===== config.mk =====
export PLATFORM = sky130hd
export DESIGN_NAME = mar_burst
export DESIGN_NICKNAME = d
export VERILOG_FILES = /design/src/rtl/mar_burst_pkg.sv /design/src/rtl/mar_addr_next.sv /design/src/rtl/mar_burst.sv
export SDC_FILE = /design/constraint.sdc
export NUM_CORES = 1
export LEC_CHECK = 0
export ABC_AREA = 0
export CAP_MARGIN = 10
export CELL_PAD_IN_SITES_DETAIL_PLACEMENT = 0
export CELL_PAD_IN_SITES_GLOBAL_PLACEMENT = 1
export CORE_MARGIN = 2
export CORE_UTILIZATION = 40
export CTS_CLUSTER_DIAMETER = 200
export DETAILED_ROUTE_END_ITERATION = 16
export DONT_BUFFER_PORTS = 1
export PLACE_DENSITY_LB_ADDON = 0.1
export SYNTH_ARGS = -nofsm -noshare
export SYNTH_HDL_FRONTEND = slang
export SYNTH_HIERARCHICAL = 1
export SYNTH_SLANG_ARGS = --single-unit
export TNS_END_PERCENT = 100

===== constraint.sdc =====
create_clock -name clk -period 1.58 [get_ports clk]
set_input_delay 0.316 -clock clk [delete_from_list [all_inputs] [get_ports clk]]
set_output_delay 0.316 -clock clk [all_outputs]
set_load 0.02 [all_outputs]

===== src/rtl/mar_burst_pkg.sv =====
// Shared types and defaults for the burst-capable memory address register.
// The two-state controller encoding lives here so every file agrees on it.
package mar_burst_pkg;

  typedef enum logic {
    IDLE  = 1'b0,
    BURST = 1'b1
  } state_t;

  localparam int DEF_ADDR_W = 16;
  localparam int DEF_BUS_W  = 16;
  localparam int DEF_LEN_W  = 8;
  localparam int DEF_STRIDE = 1;

endpackage


===== src/rtl/mar_addr_next.sv =====
// Combinational next-address: bits above the wrap window are held, the low
// WIN_W bits advance by STRIDE modulo 2^WIN_W, so wrapping is silent.
module mar_addr_next #(
  parameter int ADDR_W = 16,
  parameter int WIN_W  = ADDR_W,
  parameter int STRIDE = 1
) (
  input  logic [ADDR_W-1:0] addr,
  output logic [ADDR_W-1:0] next
);

  localparam logic [WIN_W-1:0] STEP = WIN_W'(STRIDE);

  logic [WIN_W-1:0] low_next;

  assign low_next = addr[WIN_W-1:0] + STEP;

  generate
    if (WIN_W < ADDR_W) begin : g_win
      assign next = {addr[ADDR_W-1:WIN_W], low_next};
    end else begin : g_full
      assign next = low_next;
    end
  endgenerate

endmodule


===== src/rtl/mar_burst.sv =====
// Memory address register with single-step, load and a handshaked burst
// engine; all outputs are registered, next-state logic is purely combinational.
module mar_burst
  import mar_burst_pkg::*;
#(
  parameter int ADDR_W = DEF_ADDR_W,
  parameter int BUS_W  = DEF_BUS_W,
  parameter int LEN_W  = DEF_LEN_W,
  parameter int WIN_W  = ADDR_W,
  parameter int STRIDE = DEF_STRIDE
) (
  input  logic              clk,
  input  logic              rst,
  input  logic              mar_write,
  input  logic              len_write,
  input  logic              mar_inc,
  input  logic              burst_start,
  input  logic              abort,
  input  logic [BUS_W-1:0]  bus,
  input  logic              mem_ack,
  output logic [ADDR_W-1:0] mar_out,
  output logic              mem_req,
  output logic [LEN_W-1:0]  remaining,
  output logic              busy,
  output logic              done
);

  state_t            state, state_n;
  logic [ADDR_W-1:0] mar_n, addr_inc;
  logic [LEN_W-1:0]  rem_n, eff_len;
  logic              req_n, done_n, xfer;

  mar_addr_next #(
    .ADDR_W (ADDR_W),
    .WIN_W  (WIN_W),
    .STRIDE (STRIDE)
  ) u_addr_next (
    .addr (mar_out),
    .next (addr_inc)
  );

  // A length written alongside burst_start is the length that burst uses.
  assign eff_len = len_write ? bus[LEN_W-1:0] : remaining;
  assign xfer    = mem_req && mem_ack;

  always_comb begin
    state_n = state;
    mar_n   = mar_out;
    rem_n   = remaining;
    req_n   = mem_req;
    done_n  = 1'b0;
    case (state)
      IDLE: begin
        req_n = 1'b0;
        if (len_write) rem_n = bus[LEN_W-1:0];
        if (burst_start) begin
          if (eff_len != '0) begin
            state_n = BURST;
            req_n   = 1'b1;
          end else begin
            done_n = 1'b1;
          end
        end else if (mar_write) begin
          mar_n = bus[ADDR_W-1:0];
        end else if (mar_inc) begin
          mar_n = addr_inc;
        end
      end
      BURST: begin
        // An ack is honoured even when abort arrives in the same cycle.
        if (xfer) begin
          mar_n = addr_inc;
          rem_n = remaining - LEN_W'(1);
        end
        if (abort || (xfer && remaining == LEN_W'(1))) begin
          state_n = IDLE;
          req_n   = 1'b0;
          done_n  = 1'b1;
        end
      end
      default: begin
        state_n = IDLE;
        req_n   = 1'b0;
      end
    endcase
  end

  always_ff @(posedge clk) begin
    if (!rst) begin
      state     <= IDLE;
      mar_out   <= '0;
      remaining <= '0;
      mem_req   <= 1'b0;
      busy      <= 1'b0;
      done      <= 1'b0;
    end else begin
      state     <= state_n;
      mar_out   <= mar_n;
      remaining <= rem_n;
      mem_req   <= req_n;
      busy      <= (state_n == BURST);
      done      <= done_n;
    end
  end

endmodule


Word-level counts from Yosys, hierarchy flattened. Cells that the tools add are included.

Reduce and logical (&&, ||, !) cells: 5. Add/subtract/negate cells: 2. Mux-type cells: 18. Eq/ne operators: 5. Bitwise gates (word level): 1.

Operators with widths (count): 2-to-1 mux 16 bit (4); case mux 16 bit (2 select lines) (1); adder 16 x 1 -> 16 bit (second input constant) (1); 2-to-1 mux 8 bit (2); case mux 8 bit (2 select lines) (1); == test 8 x 1 -> 1 bit (second input constant) (1); nonzero test 8 bit (1); subtractor 8 x 1 -> 8 bit (second input constant) (1); 2-to-1 mux 1 bit (7); case mux 1 bit (2 select lines) (3); != test 2 x 1 -> 1 bit (second input constant) (2); != test 3 bit (second input constant) (1); AND reduction 3 bit (1); logical AND 1 bit (2); != test 2 bit (second input constant) (1); logical OR 1 bit (1); inverter 1 bit (1).

Word-level logic and storage cells: 36. Bits in registers: 27.

Depth between registers and ports, before layout. Gate-level depths: netlist of the first run.

Depth after elaboration: 5. Mapped depth: 6. Gate-level depth less buffers: 6.

By module. The synthesis of the first run kept the hierarchy.

Modules (own cells, without submodules): mar_burst (times used 1, cells each 155, area an instance 1347.5 µm²); mar_addr_next (times used 1, cells each 43, area an instance 297.8 µm²).

Worst setup path after synthesis of the first run. Ideal clock, no wire load.

Path kind: register -> register. Start point: reg mar_out[0]. End point: reg mar_out[12]. Buffers on the path: 0. Slack: -0.147 ns. Stages on the path, launching flop included: 7. Library setup time: 0.086 ns. Arrival time: 1.640 ns. Cell sequence: dfxtp_1 > ha_1 > nand4_1 > nor4_1 > xor2_1 > mux2i_1 > a211oi_1.

Longest elaborated chain between the ends: 5. Elaborated cells on any way between the ends: 6. Those cells by class: add/sub: 1; mux: 5.

RTL lines: from (decl) (RTL line mar_burst.sv:21) `output logic [ADDR_W-1:0] mar_out,`; from (signal assigned) (RTL line mar_burst.sv:98) `mar_out <= mar_n;`; adder 16 x 1 -> 16 bit (*) (RTL line mar_addr_next.sv:16) `assign low_next = addr[WIN_W-1:0] + STEP;`; via addr_inc[12] (RTL line mar_burst.sv:29) `logic [ADDR_W-1:0] mar_n, addr_inc;`; 2-to-1 mux 16 bit (RTL line mar_burst.sv:65) `end else if (mar_inc) begin`; 2-to-1 mux 16 bit (RTL line mar_burst.sv:63) `end else if (mar_write) begin`; 2-to-1 mux 16 bit (RTL line mar_burst.sv:56) `if (burst_start) begin`; case mux 16 bit (2 select lines) (*) (RTL line mar_burst.sv:52) `case (state)`.

Mark *: on every way through the listed nets, which the timed path passes. The rest lies on a longest branch. The select of a mux whose other input is x is not followed. A chain may end at the register's enable or synchronous reset.

Final worst setup path of the first run.
Start point: reg mar_out[1]. End point: reg mar_out[13].

Same word-level chain as after synthesis.

==> results of run 1 <==
through the flow:
step,cell area [sq um],hold WS (ps)
floorplan,1655,444.5
global placement,2049,428.9
detailed placement,2049,431.3
CTS,2123,138.6
global route,2193,132.4
finish,2193,136.9
area by class of cell:
type,count,area [sq um]
inverter,10,37.54
multi-input combinational,153,1137
clock inverter,1,7.507
timing repair buffer,43,355.3
tap,50,62.56
sequential,27,551.8
fill,382,1778
clock buffer,3,41.29
synth_stat cells, types with 2 or more instances:
library cell	number	share of area, %
a211oi_1	19	8.7
a21oi_1	5	1.5
a311oi_1	2	1.1
a31oi_1	2	0.76
buf_2	2	0.61
clkbuf_1	6	1.4
dfxtp_1	27	33
ha_1	3	2.3
inv_1	9	2.1
mux2i_1	16	9.7
nand2_1	13	3.0
nand2b_1	2	0.76
nand3_1	6	1.8
nand3_2	2	1.2
nand4_1	4	1.5
nor2_1	25	5.7
nor2b_1	2	0.76
nor3_1	8	2.4
nor4_1	6	2.3
o21ai_0	7	2.1
o31a_1	2	1.1
or4_1	2	0.91
xnor2_1	5	2.7
xor2_1	9	4.8
repair_timing:
item,CTS,global route
setup endpoints to repair,4,12
pin swaps,1,7
gates resized for setup,6,13
flip-flops by register name (all words and copies together), names as in the netlist:
| register | flops |
|---|---|
| done | 1 |
| mar_out | 16 |
| mem_req | 1 |
| remaining | 8 |
| state | 1 |
cell usage in the layout, fill, tap and decap left out, drive strengths merged, types with 5 or more instances in the layout:
cell / count
buf: 43
dfxtp: 27
nor2: 25
a211oi: 19
mux2i: 16
nand2: 13
inv: 9
xor2: 9
nand3: 8
nor3: 8
o21ai: 7
nor4: 7
a21oi: 5
xnor2: 5
nand4: 5
routing by layer:
metal | up-vias | global-route usage [%]
met5 | - | 0
li1 | 805 | -
met2 | 44 | 34.22
met1 | 773 | 27.68
met4 | 0 | 5.500
met3 | 4 | 5.263
power groups by stage:
stage	Clock [mW]	Sequential (mW)	Combinational (mW)
6_report	0.434	0.824	0.653
3_3_place_gp	0	0.834	0.607
3_5_place_dp	0	0.837	0.621
4_1_cts	0.432	0.823	0.630
2_1_floorplan	0	0.941	0.280
5_1_grt	0.470	0.835	0.711
path summary, 6_finish.rpt:
check                           slack (ps)  startpoint           to
worst max register to register         -10  mar_out[1]  mar_out[13]
worst max-delay path                   -10  mar_out[1]  mar_out[13]
worst min register to register         550  mar_out[4]   mar_out[4]
worst min-delay path                   140         rst        state
cells by family (layout without fill, tap and decap cells):
logic type               count (synthesis)  after routing  share of synthesized area (%)
AO/OA/AOI/OAI                           42             42                          17.87
flip-flops                              27             27                          32.85
buffers and inverters                   18             57                          4.258
XOR/XNOR                                14             14                          7.453
AND/OR/NAND/NOR                         78             78                          25.55
multiplexers                            16             16                          9.734
adder cells (fa/ha/maj)                  3              3                          2.282
==> metrics.txt, run 1 <==
Synth Instances 198; setup ws final -12.19 ps; unrepaired setup endpoints after global routing true; CTS H-tree depth 1; Die X 68.14 um; syn avg cell area 8.310 sq um; root buffer cell clkbuf_8; Place WS -104.7 ps; crit start category flip-flop; number of antenna violations at the first check in global routing 0; data arrival time of the worst path roughly 1800 ps; initial core utilization just over 40%; relative slew slack 70.25%; GR Overflow Total 0; dpl cells around 280; total CTS buffers 3; register share of total power 43.1%; largest net degree at the start of global routing 33; met1 WL 2122 um; core region area 3971 sq um; worst path buffer plus inverter count 1; Synth Warn # 6; Max Slew Vio Count 0; endpoints failing setup 2; Tot GR Track Use 21.04%; clock power share between 20% and 30%; critical path type reg2reg; global-route wire length before repair 7424 um; clk_skew about 7.6 ps; Max IR drop VDD roughly 360 uV; area delta synth->final 33.31%; Pleak between 0.8 and 0.9 nW; row count 23; worst-case clock buffer depth 2; Seq cells post-synth 27; Clock Sinks 27; synthesized net count about 230; FF-to-FF path depth 6; Post-synth top flop dfxtp_1; Critical Path End Type flip-flop; DIE HEIGHT 68.14 um; failing checks negative setup slack; Crit path max-delay family simple AND/OR/NAND/NOR gates; Power Dens Cells 871.0 nW/um^2; hold path depth 2; achievable frequency 628.1 MHz; Hold WC Path Type in2reg; share of layout cells above drive strength 1 31.65%; Final Power 1.910 mW; FFs w/ async S/R, synth 0%; Max FO, Critical Path 3; Worst-Skew Late Latency about 290 ps; Critical Path Stages 6; antenna viol nets, final 0; number of global-route vias before repair around 1,600; combinational power share 34.2%; Seq/Total Area, Yosys roughly a third; Via Count around 1,600; RePlAce Congestion 0.8391; PortBufs 0; CP peak stage delay slightly above 400 ps; unique cell type count in the Yosys netlist 38; Final Util roughly 55%; Pre-antenna DRT Iters 4; Setup Fix Bufs, Post-CTS 0; crit-path cells buf_6 -> nand4_1 -> nor4_1 -> xor2_1 -> mux2i_1 -> a211oi_1; IO Pins 51; cell-internal power ~1.2 mW; Max Cap Violations 0; Hold-fix buffers, CTS 0; ant diodes 0; DRC viols 0; final hold vios 0; fraction of power spent switching nets 36.06%; Final #Nets between 200 and 300; post-layout minimum cycle time 1592 ps; CTS tree yes; WL final 4749 um; slowest CP cell nor4_1; top sig layer met4; DR WL/cell 16.55 um; vias per inst 5.666; Final Instance Count excl. Fillers 287; DR WL met2 2263 um; P_sw 0.6888 mW; post-route clock period utilization 100.8%; full die area 4642 sq um; CTS clock-pin slew for the worst setup and hold paths 110 ps; Post-Syn Area 1645 sq um; routed wl met3 ~320 um; drt initial violations 94; slew of the pin with the lowest slew margin around 440 ps; Setup TNS Final -20.54 ps; outcome complete, but fails checks; number of enable flip-flop cells after synthesis 0; CP required 1790 ps; post-detail-place hpwl between 3000 and 4000 um
Note: power is estimated with default switching activity, not from simulation.
==> inputs of run 2 (changes only) <==
==> constraint.sdc (replaced) <==
create_clock -name clk -period 1.58 [get_ports clk]
set_input_delay 0.079 -clock clk [delete_from_list [all_inputs] [get_ports clk]]
set_output_delay 0.079 -clock clk [all_outputs]
set_load 0.02 [all_outputs]
==> run 2 against run 1 <==
Against the previous run: the run still ends with negative setup slack left; setup slack better by 11 ps; non-clock buffer count up 6; routed wire length up 3.7%; clock power down 6.2%; global-route usage up 0.87 points; largest power group unchanged; count of clock-buffer cells in the layout unchanged; utilization up 2.4 points; clock skew down 1.9 ps; final cell count up 2.1%; sequential cell count unchanged.
==> metrics.txt, run 2 (synthesis gave the netlist of run 1 again) <==
Top reg by flops mar_out; Via Count 1,692 (+4.1%); worst hold slack 18.37 ps (-118.5 ps); RePlAce Congestion 0.8448 (+0.68%); met1 WL 2075 um (-2.2%); initial core utilization 41.43% (unchanged); endpoints failing setup 1 (-1); antenna viol nets, final 0 (unchanged); worst path buffer plus inverter count 1 (unchanged); CTS clock-pin slew for the worst setup and hold paths 100 ps (about the same); crit-path cells buf_4 -> nand2_1 -> nor4_4 -> xor2_1 -> mux2i_1 -> a211oi_1; worst-case clock buffer depth 2 (unchanged); Final Util 57.62% (+2.4 points); DIE HEIGHT 68.14 um (unchanged); drt initial violations 62 (-34%); total CTS buffers 3 (unchanged); CP peak stage delay 340 ps (-70 ps); Register Area 554.3 sq um (+0.45%); DRC viols 0 (unchanged); largest net degree at the start of global routing 33 (unchanged); commonest non-fill, non-tap cell in the layout buf_4; share of layout cells above drive strength 1 31.28% (-0.37 points); IO Pins 51 (unchanged); slew of the pin with the lowest slew margin 614.9 ps (+171.7 ps); Crit path max-delay family simple AND/OR/NAND/NOR gates; post-route clock period utilization 100.1% (-0.70 points); Power Dens Cells 829.0 nW/um^2 (-4.8%); DR WL/cell 16.82 um (+1.6%); CTS H-tree depth 1 (unchanged); slowest CP cell dfxtp_1; full die area 4642 sq um (unchanged); number of global-route vias before repair 1,661 (+4.3%); fill count 361 (-5.5%); ant diodes 0 (unchanged); data arrival time of the worst path 1760 ps (-40 ps); final hold vios 0 (unchanged); Pleak 0.9858 nW (+11%); Final #Nets 271 (+2.3%); GR Overflow Total 0 (unchanged); vias per inst 5.775 (+1.9%); global-route wire length before repair 7728 um (+4.1%); Clock Sinks 27 (unchanged); crit start category flip-flop; achievable frequency 632.5 MHz (+0.70%); Tot GR Track Use 21.91% (+0.87 points); Worst-Skew Late Latency 270 ps (-20 ps); critical path type reg2reg; Max FO, Critical Path 4 (+1); relative slew slack 58.75% (-12 points); Critical Path End Type flip-flop; post-layout minimum cycle time 1581 ps (-11.11 ps); routed wl met3 309 um (-3.7%); clk_skew 5.745 ps (-1.895 ps); DR WL met2 2492 um (+10%); root buffer cell clkbuf_8; number of antenna violations at the first check in global routing 0 (unchanged); setup ws final -1.081 ps (+11.11 ps); max reg flops 16 (unchanged); failing checks negative setup slack; Die X 68.14 um (unchanged); row count 23 (unchanged); top sig layer met4; Largest regs mar_out (16), remaining (8); CTS tree yes; area delta synth->final 39.09%; Multi-input gate area 1169 sq um (+2.8%); Max Cap Violations 0 (unchanged); post-detail-place hpwl 3572 um (+0.75%); WL final 4927 um (+3.7%); Hold WC Path Type in2reg; Max Slew Vio Count 0 (unchanged); CP required 1760 ps (-30 ps); core region area 3971 sq um (unchanged); unrepaired setup endpoints after global routing true; commonest cells after routing, fill and taps aside buf_4 (38), nor2_1 (24), a211oi_1 (18), dfxtp_1 (18), mux2i_1 (16); PortBufs 0 (unchanged); Max IR drop VDD 408.2 uV (+13%); outcome complete, but fails checks; Pre-antenna DRT Iters 6 (+2)
[run 2: metrics by stage]
stage | setup WS (ps) | area (sq um) | setup TNS [ps] | total power, mW | cells
2_1_floorplan | -25.13 | 1655 | -25.13 | 1.221 | 198
3_3_place_gp | -84.21 | 2034 | -84.21 | 1.438 | 281
3_5_place_dp | -172.6 | 2034 | -260.3 | 1.458 | 281
4_1_cts | -58.82 | 2170 | -110.8 | 1.882 | 291
5_1_grt | -132.7 | 2288 | -727.6 | 2.014 | 293
6_report | -1.081 | 2288 | -1.081 | 1.897 | 293
[run 2: what timing repair did]
item / in CTS / in global routing
hold buffers: 6 / 0
gates resized for setup: 6 / 21
gates cloned: 0 / 0
buffers inserted: 0 / 2
setup endpoints to repair: 5 / 12
pin swaps: 1 / 21
hold endpoints to repair: 11 / 0
[run 2: where the power goes]
group	leakage [nW]	internal, mW	switching (mW)	total (mW)
Clock	0.0255	0.177	0.230	0.407
Combinational	0.734	0.296	0.364	0.659
Sequential	0.226	0.755	0.0759	0.830
Total	0.986	1.23	0.670	1.90
[run 2: path summary, 6_finish.rpt]
path	from	end	slack (ps)	cells after the start
worst max-delay path	mar_out[6]	mar_out[14]	-1	6
worst min-delay path	bus[2]	remaining[2]	20	2
worst max register to register	mar_out[6]	mar_out[14]	-1	6
worst min register to register	mar_out[4]	mar_out[4]	570	2
[run 2: metal layers]
layer / global-route usage, % / up-vias
li1: - / 827
met4: 4.750 / 0
met3: 5.757 / 6
met2: 37.26 / 45
met1: 27.71 / 814
met5: 0 / -
[run 2: worst register-to-register path, stage by stage (launching register included)]
cell and delay [ps]:
dfxtp_1 340, buf_4 110, nand2_1 210, nor4_4 350, xor2_1 180, mux2i_1 90, a211oi_1 220
[run 2: area by class of cell]
type	instances	share of cell area [%]
multi-input cells	153	51.07
flip-flops and latches	27	24.22
repair buffers	49	18.32
well taps	50	2.734
clock buffers	3	1.804
inverters	10	1.640
clock inverters	1	0.2187
